`config.mk`:
```
export PLATFORM = sky130hd
export DESIGN_NAME = mul_issue_ctrl
export DESIGN_NICKNAME = d
export VERILOG_FILES = /design/src/rtl/mul_issue_ctrl.sv
export SDC_FILE = /design/constraint.sdc
export NUM_CORES = 1
export LEC_CHECK = 0
export ABC_AREA = 1
export CORE_AREA = 3 3 177 179
export CTS_CLUSTER_DIAMETER = 200
export DETAILED_ROUTE_END_ITERATION = 6
export DIE_AREA = 0 0 180 182
export PLACE_DENSITY = 0.66
export SETUP_SLACK_MARGIN = 0.3
export SKIP_CTS_REPAIR_TIMING = 1
export SYNTH_ARGS = -nofsm -noshare
export SYNTH_HDL_FRONTEND = slang
export SYNTH_SLANG_ARGS = --single-unit
```
`constraint.sdc`:
```
create_clock -name clk -period 2.4 [get_ports clk]
set_input_delay 0.72 -clock clk [delete_from_list [all_inputs] [get_ports clk]]
set_output_delay 0.72 -clock clk [all_outputs]
set_load 0.01 [all_outputs]
```
`src/rtl/mul_issue_ctrl.sv`:
```
// Issue-side sequencer for the multi-cycle multiplier: holds one MUL-class op,
// runs the operand/result handshakes and presents the tagged result to writeback.
module mul_issue_ctrl #(
   parameter int CNT_W = 32
) (
   input  logic             clk,
   input  logic             resetn,
   input  logic             flush_i,
   input  logic             issue_valid_i,
   output logic             issue_ready_o,
   input  logic [63:0]      issue_opr_a_i,
   input  logic [63:0]      issue_opr_b_i,
   input  logic [3:0]       issue_func_i,
   input  logic             issue_word_i,
   input  logic [4:0]       issue_rd_i,
   output logic             mul_valid_o,
   output logic [63:0]      mul_opr_a_o,
   output logic [63:0]      mul_opr_b_o,
   output logic [3:0]       mul_func_o,
   output logic             mul_word_o,
   input  logic             mul_ready_i,
   input  logic [63:0]      mul_res_i,
   input  logic             mul_res_valid_i,
   output logic             mul_res_ready_o,
   output logic             wb_valid_o,
   output logic [4:0]       wb_rd_o,
   output logic [63:0]      wb_data_o,
   input  logic             wb_ready_i,
   output logic             busy_o,
   output logic [4:0]       busy_rd_o,
   output logic [CNT_W-1:0] done_cnt_o
);

   typedef enum logic [1:0] {
      S_IDLE = 2'd0,
      S_REQ  = 2'd1,
      S_WAIT = 2'd2,
      S_WB   = 2'd3
   } state_e;

   state_e           state_q, state_d;
   logic [63:0]      opr_a_q, opr_a_d;
   logic [63:0]      opr_b_q, opr_b_d;
   logic [3:0]       func_q, func_d;
   logic             word_q, word_d;
   logic [4:0]       rd_q, rd_d;
   logic [63:0]      wb_data_q, wb_data_d;
   logic [CNT_W-1:0] done_cnt_q, done_cnt_d;
   logic             issue_ready_q, issue_ready_d;

   // Next-state and holding-register update; flush takes priority in every state.
   always_comb begin
      state_d    = state_q;
      opr_a_d    = opr_a_q;
      opr_b_d    = opr_b_q;
      func_d     = func_q;
      word_d     = word_q;
      rd_d       = rd_q;
      wb_data_d  = wb_data_q;
      done_cnt_d = done_cnt_q;
      case (state_q)
         S_IDLE: begin
            if (issue_valid_i && !flush_i) begin
               opr_a_d = issue_opr_a_i;
               opr_b_d = issue_opr_b_i;
               func_d  = issue_func_i;
               word_d  = issue_word_i;
               rd_d    = issue_rd_i;
               state_d = S_REQ;
            end else begin
               state_d = S_IDLE;
            end
         end
         S_REQ: begin
            if (flush_i) begin
               state_d = S_IDLE;
            end else if (mul_ready_i) begin
               state_d = S_WAIT;
            end else begin
               state_d = S_REQ;
            end
         end
         S_WAIT: begin
            if (flush_i) begin
               state_d = S_IDLE;
            end else if (mul_res_valid_i) begin
               wb_data_d = mul_res_i;
               // Writes to x0 have no architectural effect, so they retire here.
               if (rd_q == 5'd0) begin
                  state_d    = S_IDLE;
                  done_cnt_d = done_cnt_q + CNT_W'(1);
               end else begin
                  state_d = S_WB;
               end
            end else begin
               state_d = S_WAIT;
            end
         end
         S_WB: begin
            if (flush_i) begin
               state_d = S_IDLE;
            end else if (wb_ready_i) begin
               state_d    = S_IDLE;
               done_cnt_d = done_cnt_q + CNT_W'(1);
            end else begin
               state_d = S_WB;
            end
         end
         default: begin
            state_d = S_IDLE;
         end
      endcase
      // Registered so that it reads 0 while reset is asserted.
      issue_ready_d = (state_d == S_IDLE);
   end

   // State, operand, result and counter registers.
   always_ff @(posedge clk or negedge resetn) begin
      if (!resetn) begin
         state_q       <= S_IDLE;
         opr_a_q       <= 64'd0;
         opr_b_q       <= 64'd0;
         func_q        <= 4'd0;
         word_q        <= 1'b0;
         rd_q          <= 5'd0;
         wb_data_q     <= 64'd0;
         done_cnt_q    <= '0;
         issue_ready_q <= 1'b0;
      end else begin
         state_q       <= state_d;
         opr_a_q       <= opr_a_d;
         opr_b_q       <= opr_b_d;
         func_q        <= func_d;
         word_q        <= word_d;
         rd_q          <= rd_d;
         wb_data_q     <= wb_data_d;
         done_cnt_q    <= done_cnt_d;
         issue_ready_q <= issue_ready_d;
      end
   end

   assign issue_ready_o   = issue_ready_q;
   assign mul_valid_o     = (state_q == S_REQ);
   assign mul_opr_a_o     = opr_a_q;
   assign mul_opr_b_o     = opr_b_q;
   assign mul_func_o      = func_q;
   assign mul_word_o      = word_q;
   assign mul_res_ready_o = (state_q == S_WAIT);
   assign wb_valid_o      = (state_q == S_WB);
   assign wb_rd_o         = rd_q;
   assign wb_data_o       = wb_data_q;
   assign busy_o          = (state_q != S_IDLE);
   assign busy_rd_o       = (state_q != S_IDLE) ? rd_q : 5'd0;
   assign done_cnt_o      = done_cnt_q;

endmodule

```
==> impl_metrics.toml, run 1 <==
[outcome]
outcome = "completed"

[critical_path]
cp_max_fo = 4
r2r-end = "done_cnt_o[30]"
regToRegStartpoint = "done_cnt_o[0]"
rrSetupSlack_ns = 0.57
path_cells = "nor2_4 > buf_12 > nor2_2 > buf_6"
slowest_stage = "dfrtp_2"
worstSetupPathType = "reg -> out"
critPathMaxStageDelay_ns = 0.43
rr_worst_depth = 11
crit_arrival_ns = 1.50
critPathCaptureType = "output port"
start_kind = "register"
startpoint = "state_q[0]"
cp.required_ns = 1.68

[routing]
drc = 0
ant_nets = 0
route.vias.total = 8335
viasPerCell = 4.50
first_iter_violations = 360
drt_pass1_iterations = 4
drt-total-wl_um = 33100
wl_per_cell_um = 17.9

[min_path]
min-delay-start = "wb_data_o[25]"
holdPathEnd = "wb_data_o[25]"
hold_depth = 2
min_path_type = "reg -> reg"

[sta]
report.final.slew_viol_count = 0
hold_viol = 0
rsz0062_at_grt = "true"
setup_violations = 0
holdWs_ns = 0.462
max_freq_ghz = 0.451
clock_skew_ns = 0.0109
layout_min_cycle_time_ns = 2.22
fin_tns_setup_ns = 0
slew_headroom_pct = 69.1
tightest_slew_ns = 0.464
final.period_utilization_pct = 92.3

[grt]
grt_usage_pct = 19.2
antenna_found_initial = 3
grt_pass1_wl_um = 50100
grt_max_degree = 82
grt_pass1_vias = 8760
grt.overflow.total = 0

[synth]
synth_mux_area_share_pct = 16.8
synth_top_family_by_area = "simple AND/OR/NAND/NOR gates"
yosysWarnings = 0
syn_nets = 1158
synth_compound_area_share_pct = 0.400
synth_xor_area_share_pct = 1.40
synth_fa_ha_area_share_pct = 0.125
synth_area_per_cell_um2 = 10.6
yosys.area_share.simple_pct = 18.7
synthCells = 948
synth_seq_area_share_pct = 59.2
ys_ff_latch = 237
netlist_area_um2 = 10000
ys_types = 20

[clocking]
cts.htree.levels = 1
clock-sinks = 237
clockBufferDepth = 3
worstSkewPairLatency_ns = 0.53
cts_tree = "yes"
clk_pin_slew_ns = 0.06
cts_root_buf = "clkbuf_16"
cts_buffers = 27

[final_layout]
drive_above_1_share_pct = 18.8
syn_to_final_growth_pct = 68.8
final_core_util_pct = 56.9
fin_cells = 1854
nFillCells = 2548
nets = 1652

[placed_design]
io_buffer_count = 452
gp_congestion = 0.866
hpwl_um = 24900
dp_cells = 1791

[power]
ir_worst_vdd_v = 0.000674
p_per_area_nw_per_um2 = 933
power.leakage_uw = 0.0101

[floorplan]
start_util_pct = 33.7
core_area_um2 = 29700
dieArea_um2 = 32800
ios = 453
fp.dieH_um = 182
rows = 63
die_w_um = 180

[run]
drv_cap = 0
worst max-delay path, delay by kind of cell, from the launching register on:
family                 cells  cell delay, ns
buffers and inverters      2            0.28
flip-flops                 1            0.43
AND/OR/NAND/NOR            2            0.26
synth_stat cells:
cell type,n,area [um2]
a21oi_1,5,25.0
buf_2,17,85.1
buf_4,2,15.0
buf_6,6,67.6
clkbuf_1,8,30.0
dfrtp_1,237,5930
ha_1,1,12.5
inv_1,36,135
inv_2,2,7.51
mux2_2,84,946
mux2_4,49,736
nand2_1,388,1460
nand3_1,21,105
nand3_2,2,20.0
nand4_1,2,12.5
nor2_1,67,251
nor2_4,2,22.5
o21ai_0,3,15.0
xnor2_1,4,35.0
xor2_1,12,105
power by group:
| part | internal [uW] | total [uW] | switching (uW) |
|---|---|---|---|
| clock | 2650 | 4300 | 1650 |
| sequential | 5270 | 5980 | 710 |
| combinational | 3180 | 5500 | 2320 |
registers in the layout (all words and copies together), names as in the netlist:
| register | count |
|---|---|
| mul_opr_a_o | 64 |
| mul_opr_b_o | 64 |
| wb_data_o | 64 |
| done_cnt_o | 32 |
| wb_rd_o | 5 |
| mul_func_o | 4 |
| state_q | 2 |
| issue_ready_o | 1 |
| mul_word_o | 1 |
kinds of logic after synthesis:
family,after synthesis
flops,237
fa+ha+maj,1
xor+xnor,16
buf+inv,71
mux,133
simple gates,482
compound gates,8
cell type report:
| class | count | area [um2] | area share, % |
|---|---|---|---|
| Multi-Input combinational cell | 640 | 3780 | 22.4 |
| Sequential cell | 237 | 5960 | 35.3 |
| Tap cell | 390 | 488 | 2.89 |
| Timing Repair Buffer | 498 | 5590 | 33.0 |
| Clock inverter | 14 | 180 | 1.07 |
| Inverter | 38 | 143 | 0.844 |
| Clock buffer | 36 | 759 | 4.49 |
| Antenna cell | 1 | 2.50 | 0.0148 |
layer usage:
metal  track usage, %  wire (um)  vias up
met5                0         15        -
met4             5.72       1280        4
met3             6.73       2710       74
met2             33.5      16200      333
met1             22.2      12900     3919
li1                 -          -     4005
how the worst max path moves through the flow:
stage	cells after the start	slack, ns	end
finish	4	0.18	busy_rd_o[2]
global route	4	0.12	busy_rd_o[3]
CTS	4	-0.18	mul_res_ready_o
detailed placement	5	-0.05	mul_opr_b_o[47]
global placement	7	0.0002	wb_rd_o[4]
floorplan	5	0.70	mul_opr_a_o[0]
metrics by stage:
step | cell area (um2) | setup slack, ns | power [uW]
6_report | 16900 | 0.184 | 15800
2_1_floorplan | 10000 | 0.700 | 8060
4_1_cts | 16100 | -0.181 | 16300
3_3_place_gp | 15200 | 0.000216 | 11700
5_1_grt | 16900 | 0.122 | 16600
3_5_place_dp | 15200 | -0.0535 | 11800
layout by cell type (no fill, tap or decap), types with 2 or more instances in the layout:
cell type,n
clkbuf_8,5
mux2_2,84
inv_2,4
dfrtp_2,26
nand3_1,21
bufinv_16,4
o21ai_0,3
a21oi_1,5
buf_6,10
clkinv_2,7
xor2_1,12
dfrtp_1,211
dlymetal6s2s_1,236
nand4_1,2
inv_1,34
nor2_2,4
clkbuf_1,4
xnor2_1,4
buf_12,8
buf_4,35
nand2_1,387
nor2_4,5
clkbuf_16,27
clkdlybuf4s50_1,207
mux2_4,49
nor2_1,60
Note: power is estimated with default switching activity, not from simulation.
==> inputs of run 2 (changes only) <==
--- a/config.mk
+++ b/config.mk
@@ -6,13 +6,14 @@
 export NUM_CORES = 1
 export LEC_CHECK = 0
 export ABC_AREA = 1
-export CORE_AREA = 3 3 177 179
+export CORE_AREA = 2 2 176 178
 export CTS_CLUSTER_DIAMETER = 200
 export DETAILED_ROUTE_END_ITERATION = 6
-export DIE_AREA = 0 0 180 182
-export PLACE_DENSITY = 0.66
+export DIE_AREA = 0 0 178 180
+export PLACE_DENSITY = 0.64
 export SETUP_SLACK_MARGIN = 0.3
 export SKIP_CTS_REPAIR_TIMING = 1
+export SLEW_MARGIN = 20
 export SYNTH_ARGS = -nofsm -noshare
 export SYNTH_HDL_FRONTEND = slang
 export SYNTH_SLANG_ARGS = --single-unit
==> run 2 against run 1 <==
Against the previous run: non-clock buffer count is 1 lower; routed wire length is 4.3% lower; clock-buffer cell count is 9 higher; sequential share of layout area hardly changed; global-route usage is 0.13 points higher; highest routed layer unchanged; largest power group unchanged; clock skew is 0.0029 ns lower; clock power is 3% lower; utilization is 0.90 points lower; power is 1.1% lower; combinational power hardly changed; die area is 2.2% lower.
==> impl_metrics.toml, run 2 (synthesized netlist as in run 1, its figures left out) <==
[clocking]
cts_buffers = 28
clk_pin_slew_ns = 0.06
cts_tree = "yes"
clockBufferDepth = 3
cts.htree.levels = 1
worstSkewPairLatency_ns = 0.54
clock-sinks = 237
cts_root_buf = "clkbuf_16"

[sta]
report.final.slew_viol_count = 0
final.period_utilization_pct = 94.6
layout_min_cycle_time_ns = 2.27
fin_ws_ns = 0.128
rsz0062_at_grt = "true"
tightest_slew_ns = 0.478
hold_viol = 0
setup_violations = 0
max_freq_ghz = 0.440
clock_skew_ns = 0.00796
slew_headroom_pct = 68.1

[floorplan]
core_area_um2 = 30200
start_util_pct = 33.2
rows = 64
die_w_um = 178
ios = 453
fp.dieH_um = 180
dieArea_um2 = 32000

[grt]
grt.overflow.total = 0
grt_pass1_wl_um = 48400
grt_pass1_vias = 8537
antenna_found_initial = 1
grt_max_degree = 65
grt_usage_pct = 19.3

[routing]
ant_nets = 0
route.vias.total = 8289
first_iter_violations = 475
viasPerCell = 4.46
drc = 0
drt-total-wl_um = 31700
wl_per_cell_um = 17.1
drt_pass1_iterations = 4

[final_layout]
syn_to_final_growth_pct = 68.8
drive_above_1_share_pct = 18.8
final_core_util_pct = 56.0
nets = 1652
final_area_um2 = 16900
final_cell_mix = "385 x nand2_1, 236 x dlymetal6s2s_1, 209 x dfrtp_1"
multi_input_area_um2 = 3780
regArea_um2 = 5970
insertedDiodeCount = 0
nFillCells = 2558
final_common_cell = "nand2_1"

[placed_design]
dpl_cell_area_um2 = 15200
io_buffer_count = 452
hpwl_um = 23500
gp_congestion = 0.889
place_ws_ns = 0.0602

[power]
power.leakage_uw = 0.0101
ir_worst_vdd_v = 0.000680
total_power_uw = 15600
p_per_area_nw_per_um2 = 924

[critical_path]
cp_max_fo = 3
cp.required_ns = 1.68
crit_arrival_ns = 1.55
critPathCaptureType = "output port"
worstSetupPathType = "reg -> out"
rrSetupSlack_ns = 0.58
rr_worst_depth = 11
start_kind = "register"
regToRegStartpoint = "done_cnt_o[0]"
r2r-end = "done_cnt_o[30]"

[run]
drv_cap = 0

[min_path]
min_path_type = "in -> async"

[outcome]
outcome = "completed"
## run 2: final cells by class
class,count,share of cell area [%]
Tap cell,396,2.93
Timing Repair Buffer,497,33.2
Sequential cell,237,35.3
Inverter,38,0.859
Clock inverter,4,0.281
Multi-Input combinational cell,640,22.4
Clock buffer,45,5.06
## run 2: worst max path at each step
stage	from	end	cells past startpoint
2_1_floorplan	flush_i	mul_opr_a_o[0]	5
3_3_place_gp	flush_i	mul_opr_a_o[41]	6
3_5_place_dp	flush_i	mul_opr_a_o[14]	5
4_1_cts	state_q[1]	busy_rd_o[2]	3
5_1_grt	state_q[0]	busy_rd_o[2]	5
6_report	state_q[0]	busy_rd_o[2]	5
## run 2: power breakdown
| group | internal (uW) | switching (uW) |
|---|---|---|
| sequential | 5270 | 706 |
| clock | 2520 | 1640 |
| combinational | 3200 | 2290 |
## run 2: worst max-delay path, stage by stage (launching register included)
cell and delay, ns:
dfrtp_1 0.40, nor2_4 0.06, buf_6 0.12, buf_6 0.12, nor2_1 0.09, dlymetal6s2s_1 0.22
## run 2: through the flow
stage	instances	TNS, ns	hold slack, ns
CTS	1841	-1.68	0.111
global route	1857	0	0.136
detailed placement	1792	0	0.457
global placement	1792	0	0.453
floorplan	948	0	0.424
finish	1857	0	0.122
## run 2: routing by layer
layer / global-route usage [%] / share of wire [%]
met5: 0 / 0.041
met4: 6.82 / 3.1
met3: 6.13 / 9.3
met2: 33.1 / 50
met1: 22.5 / 38
